[config.mk]
export PLATFORM = sky130hd
export DESIGN_NAME = alu_issue_decoder
export DESIGN_NICKNAME = d
export VERILOG_FILES = /design/src/rtl/alu_issue_decoder_pkg.sv /design/src/rtl/alu_issue_decoder_alu_op_decode.sv /design/src/rtl/alu_issue_decoder.sv
export SDC_FILE = /design/constraint.sdc
export NUM_CORES = 1
export LEC_CHECK = 0
export ABC_CLOCK_PERIOD_IN_PS = 2300
export CELL_PAD_IN_SITES_DETAIL_PLACEMENT = 0
export CELL_PAD_IN_SITES_GLOBAL_PLACEMENT = 1
export CORE_ASPECT_RATIO = 0.7
export CORE_MARGIN = 8
export CORE_UTILIZATION = 35
export CTS_CLUSTER_DIAMETER = 120
export DETAILED_ROUTE_END_ITERATION = 8
export GPL_TIMING_DRIVEN = 0
export PLACE_DENSITY = 0.73
export SYNTH_ARGS = -nofsm -noshare
export SYNTH_HDL_FRONTEND = slang
export SYNTH_SLANG_ARGS = --single-unit
[constraint.sdc]
create_clock -name clk_i -period 2.3 [get_ports clk_i]
set_clock_uncertainty 0.05 [all_clocks]
set_input_delay 0.46 -clock clk_i [delete_from_list [all_inputs] [get_ports clk_i]]
set_output_delay 0.46 -clock clk_i [all_outputs]
set_load 0.01 [all_outputs]
[src/rtl/alu_issue_decoder_pkg.sv]
// ALU op codes, MIPS opcode/funct constants and the 75-bit issue bundle layout.
// Shared by the combinational decoder and the issue stage.
package alu_issue_decoder_pkg;

    typedef enum logic [3:0] {
        ALU_AND   = 4'd0,
        ALU_OR    = 4'd1,
        ALU_NAND  = 4'd2,
        ALU_NOR   = 4'd3,
        ALU_ADDU  = 4'd4,
        ALU_SUBU  = 4'd5,
        ALU_SLT   = 4'd6,
        ALU_EQUAL = 4'd7,
        ALU_SRA   = 4'd8,
        ALU_SRAV  = 4'd9,
        ALU_LUI   = 4'd10,
        ALU_SLTU  = 4'd11
    } alu_op_e;

    localparam logic [5:0] OP_RTYPE = 6'h00;
    localparam logic [5:0] OP_BEQ   = 6'h04;
    localparam logic [5:0] OP_ADDIU = 6'h09;
    localparam logic [5:0] OP_SLTI  = 6'h0A;
    localparam logic [5:0] OP_SLTIU = 6'h0B;
    localparam logic [5:0] OP_ANDI  = 6'h0C;
    localparam logic [5:0] OP_ORI   = 6'h0D;
    localparam logic [5:0] OP_LUI   = 6'h0F;

    localparam logic [5:0] FN_SRA   = 6'h03;
    localparam logic [5:0] FN_SRAV  = 6'h07;
    localparam logic [5:0] FN_ADDU  = 6'h21;
    localparam logic [5:0] FN_SUBU  = 6'h23;
    localparam logic [5:0] FN_AND   = 6'h24;
    localparam logic [5:0] FN_OR    = 6'h25;
    localparam logic [5:0] FN_NOR   = 6'h27;
    localparam logic [5:0] FN_SLT   = 6'h2A;
    localparam logic [5:0] FN_SLTU  = 6'h2B;

    localparam int ISSUE_W = 75;

    typedef struct packed {
        alu_op_e     ctrl;
        logic [31:0] src1;
        logic [31:0] src2;
        logic [4:0]  wb_reg;
        logic        wb_en;
        logic        illegal;
    } issue_t;

endpackage

[src/rtl/alu_issue_decoder_alu_op_decode.sv]
// Purpose: decode one MIPS instruction plus register data into an ALU issue bundle.
// Latency: purely combinational, zero cycles.
// Backpressure: none; the caller decides when the bundle is captured.
module alu_op_decode
    import alu_issue_decoder_pkg::*;
(
    input  logic [31:0]        instr_i,
    input  logic [31:0]        rs_data_i,
    input  logic [31:0]        rt_data_i,
    output logic [ISSUE_W-1:0] bundle_o
);

    issue_t      b;
    logic [5:0]  opcode;
    logic [5:0]  funct;
    logic [31:0] imm_sext;
    logic [31:0] imm_zext;
    logic        unused_rs_idx;

    assign opcode   = instr_i[31:26];
    assign funct    = instr_i[5:0];
    assign imm_sext = {{16{instr_i[15]}}, instr_i[15:0]};
    assign imm_zext = {16'b0, instr_i[15:0]};

    // Operand data arrives already read from the register file.
    assign unused_rs_idx = ^instr_i[25:21];

    always_comb begin
        b      = '0;
        b.ctrl = ALU_AND;
        case (opcode)
            OP_RTYPE: begin
                b.src1   = rs_data_i;
                b.src2   = rt_data_i;
                b.wb_reg = instr_i[15:11];
                b.wb_en  = 1'b1;
                case (funct)
                    FN_AND:  b.ctrl = ALU_AND;
                    FN_OR:   b.ctrl = ALU_OR;
                    FN_NOR:  b.ctrl = ALU_NOR;
                    FN_ADDU: b.ctrl = ALU_ADDU;
                    FN_SUBU: b.ctrl = ALU_SUBU;
                    FN_SLT:  b.ctrl = ALU_SLT;
                    FN_SLTU: b.ctrl = ALU_SLTU;
                    FN_SRAV: b.ctrl = ALU_SRAV;
                    FN_SRA: begin
                        // ALU expects the immediate shift amount in src1[10:6].
                        b.ctrl = ALU_SRA;
                        b.src1 = {21'b0, instr_i[10:6], 6'b0};
                    end
                    default: begin
                        b         = '0;
                        b.illegal = 1'b1;
                    end
                endcase
            end
            OP_ADDIU, OP_SLTI, OP_SLTIU, OP_ANDI, OP_ORI, OP_LUI: begin
                b.src1   = rs_data_i;
                b.wb_reg = instr_i[20:16];
                b.wb_en  = 1'b1;
                case (opcode)
                    OP_ADDIU: begin b.ctrl = ALU_ADDU; b.src2 = imm_sext; end
                    OP_SLTI:  begin b.ctrl = ALU_SLT;  b.src2 = imm_sext; end
                    OP_SLTIU: begin b.ctrl = ALU_SLTU; b.src2 = imm_sext; end
                    OP_ANDI:  begin b.ctrl = ALU_AND;  b.src2 = imm_zext; end
                    OP_ORI:   begin b.ctrl = ALU_OR;   b.src2 = imm_zext; end
                    default:  begin b.ctrl = ALU_LUI;  b.src2 = imm_zext; end
                endcase
            end
            OP_BEQ: begin
                b.ctrl = ALU_EQUAL;
                b.src1 = rs_data_i;
                b.src2 = rt_data_i;
            end
            default: begin
                b.illegal = 1'b1;
            end
        endcase
    end

    assign bundle_o = b;

endmodule

[src/rtl/alu_issue_decoder.sv]
// Purpose: decode-and-issue stage feeding the ALU with a registered bundle.
// Latency: one cycle from accept to valid_o when the output register is free.
// Backpressure: 2-entry skid; instr_ready_o depends on state only, never on ready_i.
module alu_issue_decoder
    import alu_issue_decoder_pkg::*;
(
    input  logic        clk_i,
    input  logic        rst_n,
    input  logic [31:0] instr_i,
    input  logic [31:0] rs_data_i,
    input  logic [31:0] rt_data_i,
    input  logic        instr_valid_i,
    output logic        instr_ready_o,
    input  logic        flush_i,
    output logic [3:0]  ctrl_o,
    output logic [31:0] src1_o,
    output logic [31:0] src2_o,
    output logic [4:0]  wb_reg_o,
    output logic        wb_en_o,
    output logic        illegal_o,
    output logic        valid_o,
    input  logic        ready_i
);

    typedef enum logic [1:0] {
        ST_EMPTY = 2'd0,
        ST_ONE   = 2'd1,
        ST_FULL  = 2'd2
    } state_e;

    state_e             state_q, state_d;
    issue_t             out_q, skid_q, dec_b;
    logic [ISSUE_W-1:0] dec_vec;
    logic               accept, out_xfer;
    logic               load_out_new, load_out_skid, load_skid;

    alu_op_decode u_dec (
        .instr_i   (instr_i),
        .rs_data_i (rs_data_i),
        .rt_data_i (rt_data_i),
        .bundle_o  (dec_vec)
    );
    assign dec_b = issue_t'(dec_vec);

    assign instr_ready_o = (state_q != ST_FULL);
    assign valid_o       = (state_q != ST_EMPTY);
    assign accept        = instr_valid_i & instr_ready_o;
    assign out_xfer      = valid_o & ready_i;

    always_comb begin
        state_d       = state_q;
        load_out_new  = 1'b0;
        load_out_skid = 1'b0;
        load_skid     = 1'b0;
        if (flush_i) begin
            state_d = ST_EMPTY;
        end else begin
            case (state_q)
                ST_EMPTY: begin
                    if (accept) begin
                        state_d      = ST_ONE;
                        load_out_new = 1'b1;
                    end
                end
                ST_ONE: begin
                    if (accept && out_xfer) begin
                        load_out_new = 1'b1;
                    end else if (accept) begin
                        state_d   = ST_FULL;
                        load_skid = 1'b1;
                    end else if (out_xfer) begin
                        state_d = ST_EMPTY;
                    end
                end
                ST_FULL: begin
                    if (out_xfer) begin
                        state_d       = ST_ONE;
                        load_out_skid = 1'b1;
                    end
                end
                default: state_d = ST_EMPTY;
            endcase
        end
    end

    always_ff @(posedge clk_i or negedge rst_n) begin
        if (!rst_n) begin
            state_q <= ST_EMPTY;
        end else begin
            state_q <= state_d;
        end
    end

    always_ff @(posedge clk_i or negedge rst_n) begin
        if (!rst_n) begin
            out_q  <= '0;
            skid_q <= '0;
        end else begin
            if (load_out_new) begin
                out_q <= dec_b;
            end else if (load_out_skid) begin
                out_q <= skid_q;
            end
            if (load_skid) begin
                skid_q <= dec_b;
            end
        end
    end

    assign ctrl_o    = out_q.ctrl;
    assign src1_o    = out_q.src1;
    assign src2_o    = out_q.src2;
    assign wb_reg_o  = out_q.wb_reg;
    assign wb_en_o   = out_q.wb_en;
    assign illegal_o = out_q.illegal;

endmodule

Yosys cells after proc, flatten, opt, wreduce, memory -nomap -nowiden

Cells that the tools add are included.

Input port bits: 101
Bits in read-only memories: 0
Memories kept: 0
Output and inout port bits: 77
Flip-flop bits (word level): 152
Word-level logic and storage cells: 76
Latch bits: 0
RAM bits: 0

Equality and inequality tests: 23
Mux-type cells: 27
Add/sub/neg operators: 0
$mul: 0
Divide/modulo/power cells: 0
Shift-type cells: 0
Bitwise operators: 2
$lt $le $gt $ge: 0
Reduce and logical (&&, ||, !) cells: 11

Operator list:

| cell                 | count |
|---|---|
| $pmux W68 S3         | 1 |
| $mux W75             | 2 |
| $pmux W32 S2         | 1 |
| $eq A6 B6 Y1 const B | 7 |
| $mux W39             | 1 |
| $eq A6 B4 Y1 const B | 6 |
| $mux W32             | 1 |
| $pmux W4 S8          | 1 |
| $pmux W4 S5          | 1 |
| $eq A6 B3 Y1 const B | 2 |
| $mux W2              | 6 |
| $pmux W6 S2          | 1 |
| $mux W1              | 9 |
| $ne A3 B3 Y1 const B | 3 |
| $reduce_or A9 Y1     | 1 |
| $reduce_or A8 Y1     | 1 |
| $reduce_or A7 Y1     | 1 |
| $eq A6 B2 Y1 const B | 1 |
| $logic_not A6 Y1     | 1 |
| $pmux W2 S3          | 1 |
| $reduce_or A6 Y1     | 1 |
| $ne A4 B4 Y1 const B | 1 |
| $pmux W1 S2          | 2 |
| $reduce_and A4 Y1    | 1 |
| 8 further kinds      | 10 |

Logic depth before layout (Yosys ltp)

Word-level depth: 7
Mapped depth: 8
Depth with buffers taken out: 5

Modules after synthesis

A second synthesis with hierarchy kept.

Cell total of the unflattened synthesis: 652
Area total of the unflattened synthesis: 7424.6 um^2

By module, submodules not included:

| module            | seq. area each (um^2) | times used | cells an instance | area each (um^2) |
|---|---|---|---|---|
| alu_issue_decoder | 3803.6                | 1          | 422               | 6192.2 |
| alu_op_decode     | 0.0                   | 1          | 230               | 1232.4 |

Worst setup path before layout

OpenSTA, ideal clock, no wires.

Kind: input port to flip-flop
From: in instr_i[27]
To: reg out_q (netlist bit src2_o[10])
Arrival: 1.746 ns
Path buffers: 3
Data required time: 2.116 ns
Path slack: 0.370 ns
Stages: 8
Setup time: 0.134 ns
Cells stage by stage: buf_2 -> nor2b_1 -> o311a_1 -> and2_1 -> buf_6 -> buf_6 -> a222oi_1 -> o21ai_1

Longest elaborated chain between the ends: 4
Elaborated cells between the ends (all ways): 11
Those cells by class: eq/ne: 7; mux: 2; reduce/logical: 2

Ends and longest elaborated chain:

| what                   | RTL line                              | RTL |
|---|---|---|
| start: declaration     | alu_issue_decoder.sv:9                | `input logic [31:0] instr_i,` |
| $eq A6 B4 Y1           | alu_issue_decoder_alu_op_decode.sv:31 | `case (opcode)` |
| $reduce_or A6 Y1       | alu_issue_decoder_alu_op_decode.sv:31 |  |
| $pmux W68 S3 (*)       | alu_issue_decoder_alu_op_decode.sv:31 |  |
| $mux W75 (*)           | alu_issue_decoder.sv:99               | `if (load_out_new) begin` |
| end signal: assignment | alu_issue_decoder.sv:102              | `out_q <= skid_q;` |
| end: declaration       | alu_issue_decoder.sv:32               | `issue_t out_q, skid_q, dec_b;` |

Mark *: on every way between the ends. The rest lies on a longest branch, timed or not.
A chain may end at the register's enable or synchronous reset.

Final worst setup path

From: reg state_q[1]
To: out valid_o

Longest elaborated chain between the ends: 1

Ends and longest elaborated chain:

| what                     | RTL line                | RTL |
|---|---|---|
| start: declaration       | alu_issue_decoder.sv:31 | `state_e state_q, state_d;` |
| start signal: assignment | alu_issue_decoder.sv:90 | `state_q <= state_d;` |
| $reduce_bool A2 Y1       | alu_issue_decoder.sv:46 | `assign valid_o = (state_q != ST_EMPTY);` |
| end: declaration         | alu_issue_decoder.sv:21 | `output logic valid_o,` |

Every way passes these cells.

==> impl_metrics.ini <==
[outcome]
status = complete, no violations

[drt]
routed_wl_um = 24690
drcViolationCount = 0
ant_nets = 0
drt_iter0_drc = 725
first_pass_iters = 5
avgViaCountPerCell = 5.450
dr_total_vias = 6491
wire_per_inst_um = 20.73

[sta]
maxSlewHeadroom = 0.5533
grt_setup_unrepaired = no
finalSetupViolations = 0
tightestPinTransition_ns = 0.6701
fin_crit_sh = 0.9666
slew_viol_final = 0
period_minus_slack_ns = 2.223
fin_ws_ns = 0.07673
fmax_ghz = 0.4498
hold_ws_ns = 0.2952
hold_viol_final = 0

[min_path]
hold_end = state_q[1]
min_path_type = primary input to flip-flop
min_from = flush_i
hold_depth = 2

[floorplanning]
initial_utilization = 0.3588
dieArea_um2 = 25310
io_pins = 178
die_w_um = 186.7
die_height_um = 135.5
row_count = 43
core_area_um2 = 19910

[synthesis]
synth-edff-count = 0
synth_area_per_cell_um2 = 10.02
synth_fp_nets = 814
synth_seq_cells = 152
yosysWarnings = 0
synth_flop_cell = dfrtp_1
ys_seq_area_frac = 0.5326
syn_area_um2 = 7142
syn-instance-count = 713
async_flop_share = 1.000
synthDistinctLibCells = 54

[worst_setup_path]
r2r_start = state_q[1]
worstSetupEndpointType = output port
r2r_end = skid_q[66]
cp_slowest_cell = clkdlybuf4s50_1
critPathRequiredTime_ns = 1.79
path_cells = or2_2 -> clkdlybuf4s50_1
rrSetupSlack_ns = 0.18
critPathLaunchType = flip-flop
critPathArrivalTime_ns = 1.71
ff2ff_path_depth = 6
critPathMaxFanout = 7
worst-setup-path-type = flip-flop to output port
critPathMaxStageDelay_ns = 0.51

[cts]
cts_root_buffer = clkbuf_16
insertion_delay_ns = 0.43
numCtsBuffers = 17
clkSinkCount = 152
cts_max_path_buffers = 2
cts_tree = done
cts_max_level = 4
clk_pin_slew_worst_paths_ns = 0.06

[global_routing]
grt.total_usage = 0.1953
grt_pass1_wl_um = 38810
antenna_found_initial = 4
grt_overflow = 0
grt_max_degree = 83
grt_pass1_vias = 6590

[power]
ir_drop_v = 0.0004224
cellPowerDensity_nw_per_um2 = 732.1
p_int_mw = 5.427
p_seq_frac = 0.420
power_frac_comb = 0.147
swShare = 0.2565
p_clk_frac = 0.434
power_switching_mw = 1.873
leakage_nw = 4.092
power.total_mw = 7.300

[cells_and_area]
final_cells = 1191
nFillCells = 1874
final_net_count = 1009
drive_gt1_frac = 0.1433
area_growth_syn_to_layout_pct = 39.61
multi_input_area_um2 = 3022
regArea_um2 = 3804
final_common_cell = clkdlybuf4s50_1
n_antenna_cell = 0
layout_common_cells = clkdlybuf4s50_1 (166), nand2_1 (153), dfrtp_1 (152), o21ai_1 (42), o21ai_0 (37)

[place]
dpl.cell_count = 1154
io_buffers = 170
preCtsSetupSlack_ns = -0.7945
hpwl_um = 17660
place_congestion = 0.8089

[run]
max_cap_violations = 0
## cell families (layout without fill, tap and decap cells)
logic type | count (synthesis) | after routing | share of synthesized area
compound gates | 269 | 269 | 0.2737
xor+xnor | 2 | 2 | 0.002453
buf+inv | 63 | 271 | 0.04678
simple gates | 227 | 227 | 0.1445
flops | 152 | 152 | 0.5326
## layout make-up
cell class | count | area share
buffer | 60 | 0.03564
clock buffer | 18 | 0.04405
clock inverter | 14 | 0.02209
inverter | 2 | 0.0007529
multi-input combinational | 498 | 0.3030
sequential | 152 | 0.3815
tap | 270 | 0.03388
timing repair buffer | 177 | 0.1791
## worst max path at each step
stage	start	endpoint	slack (ns)	cells past startpoint
2_1_floorplan	instr_i[27]	src2_o[10]	0.37	8
3_3_place_gp	rst_n	src2_o[26]	-5.77	1
3_5_place_dp	ready_i	src1_o[6]	-0.79	6
4_1_cts	instr_i[28]	src2_o[1]	0.009	8
5_1_grt	instr_valid_i	skid_q[65]	0.02	7
6_report	state_q[1]	valid_o	0.08	2
## power groups by stage
stage	clock network, mW	registers, mW	logic, mW
global route	3.32	3.09	1.18
detailed placement	0	3.11	1.07
CTS	3.20	3.06	1.08
floorplan	0	3.11	0.444
global placement	0	3.11	1.05
finish	3.17	3.06	1.07
## repair_timing
| item | 4_1_cts | 5_1_grt |
|---|---|---|
| hold buffers | 1 | 0 |
| endpoints found under the hold margin | 70 | 0 |
| setup endpoints to repair | 93 | 125 |
| pin swaps | 2 | 2 |
| buffers inserted | 2 | 3 |
| cloned | 0 | 0 |
| gates resized for setup | 12 | 27 |
## flip-flops by register name (all words and copies together) (netlist names)
name,flops
skid_q,75
src1_o,32
src2_o,32
wb_reg_o,5
ctrl_o,4
state_q,2
illegal_o,1
wb_en_o,1
## metal layers
metal,up-vias,global-route usage,routed length [um]
met5,-,0,38
met4,8,0.03606,177
met3,23,0.06224,1849
met2,240,0.2759,10300
met1,3186,0.2879,12320
li1,3034,-,-
## cell usage after synthesis (2+ instances only)
| master | number | area (um2) |
|---|---|---|
| nand2_1 | 154 | 578.1 |
| dfrtp_1 | 152 | 3804 |
| o21ai_1 | 42 | 210.2 |
| o21ai_0 | 37 | 185.2 |
| clkbuf_1 | 35 | 131.4 |
| a22oi_1 | 33 | 247.7 |
| o21ai_2 | 30 | 262.8 |
| nor2_1 | 27 | 101.4 |
| a221o_1 | 21 | 210.2 |
| a21oi_1 | 18 | 90.09 |
| a31oi_1 | 17 | 106.4 |
| a221oi_1 | 16 | 140.1 |
| a222oi_1 | 16 | 160.2 |
| buf_2 | 12 | 60.06 |
| buf_6 | 11 | 123.9 |
| o22ai_1 | 10 | 62.56 |
| o2bb2ai_1 | 7 | 61.31 |
| and3_1 | 6 | 37.54 |
| nor2b_1 | 6 | 37.54 |
| a31o_1 | 5 | 43.79 |
| a21o_1 | 4 | 30.03 |
| nand2b_1 | 4 | 25.02 |
| nand3_1 | 4 | 20.02 |
| or2_2 | 4 | 25.02 |
| buf_1 | 3 | 11.26 |
| nor2_4 | 3 | 33.78 |
| a41oi_1 | 2 | 17.52 |
| nand3b_1 | 2 | 15.01 |
| nand4_1 | 2 | 12.51 |
| nor3_2 | 2 | 20.02 |
| nor3b_2 | 2 | 25.02 |
| o21a_1 | 2 | 15.01 |
| or3_1 | 2 | 12.51 |
| xnor2_1 | 2 | 17.52 |
## stage by stage
stage,area (um2),TNS [ns],utilization
floorplan,7142,0,-
global placement,9181,-947.88,0.4612
detailed placement,9214,-77.09,0.4629
CTS,9921,0,0.4984
global route,9971,0,0.5009
finish,9971,0,0.5009
## critical path: cells and delay by family (launching register included)
| kind | cells | cell delay [ns] |
|---|---|---|
| flops | 1 | 0.46 |
| buf+inv | 1 | 0.51 |
| simple gates | 1 | 0.32 |
Power figures use the tool's default switching activity.
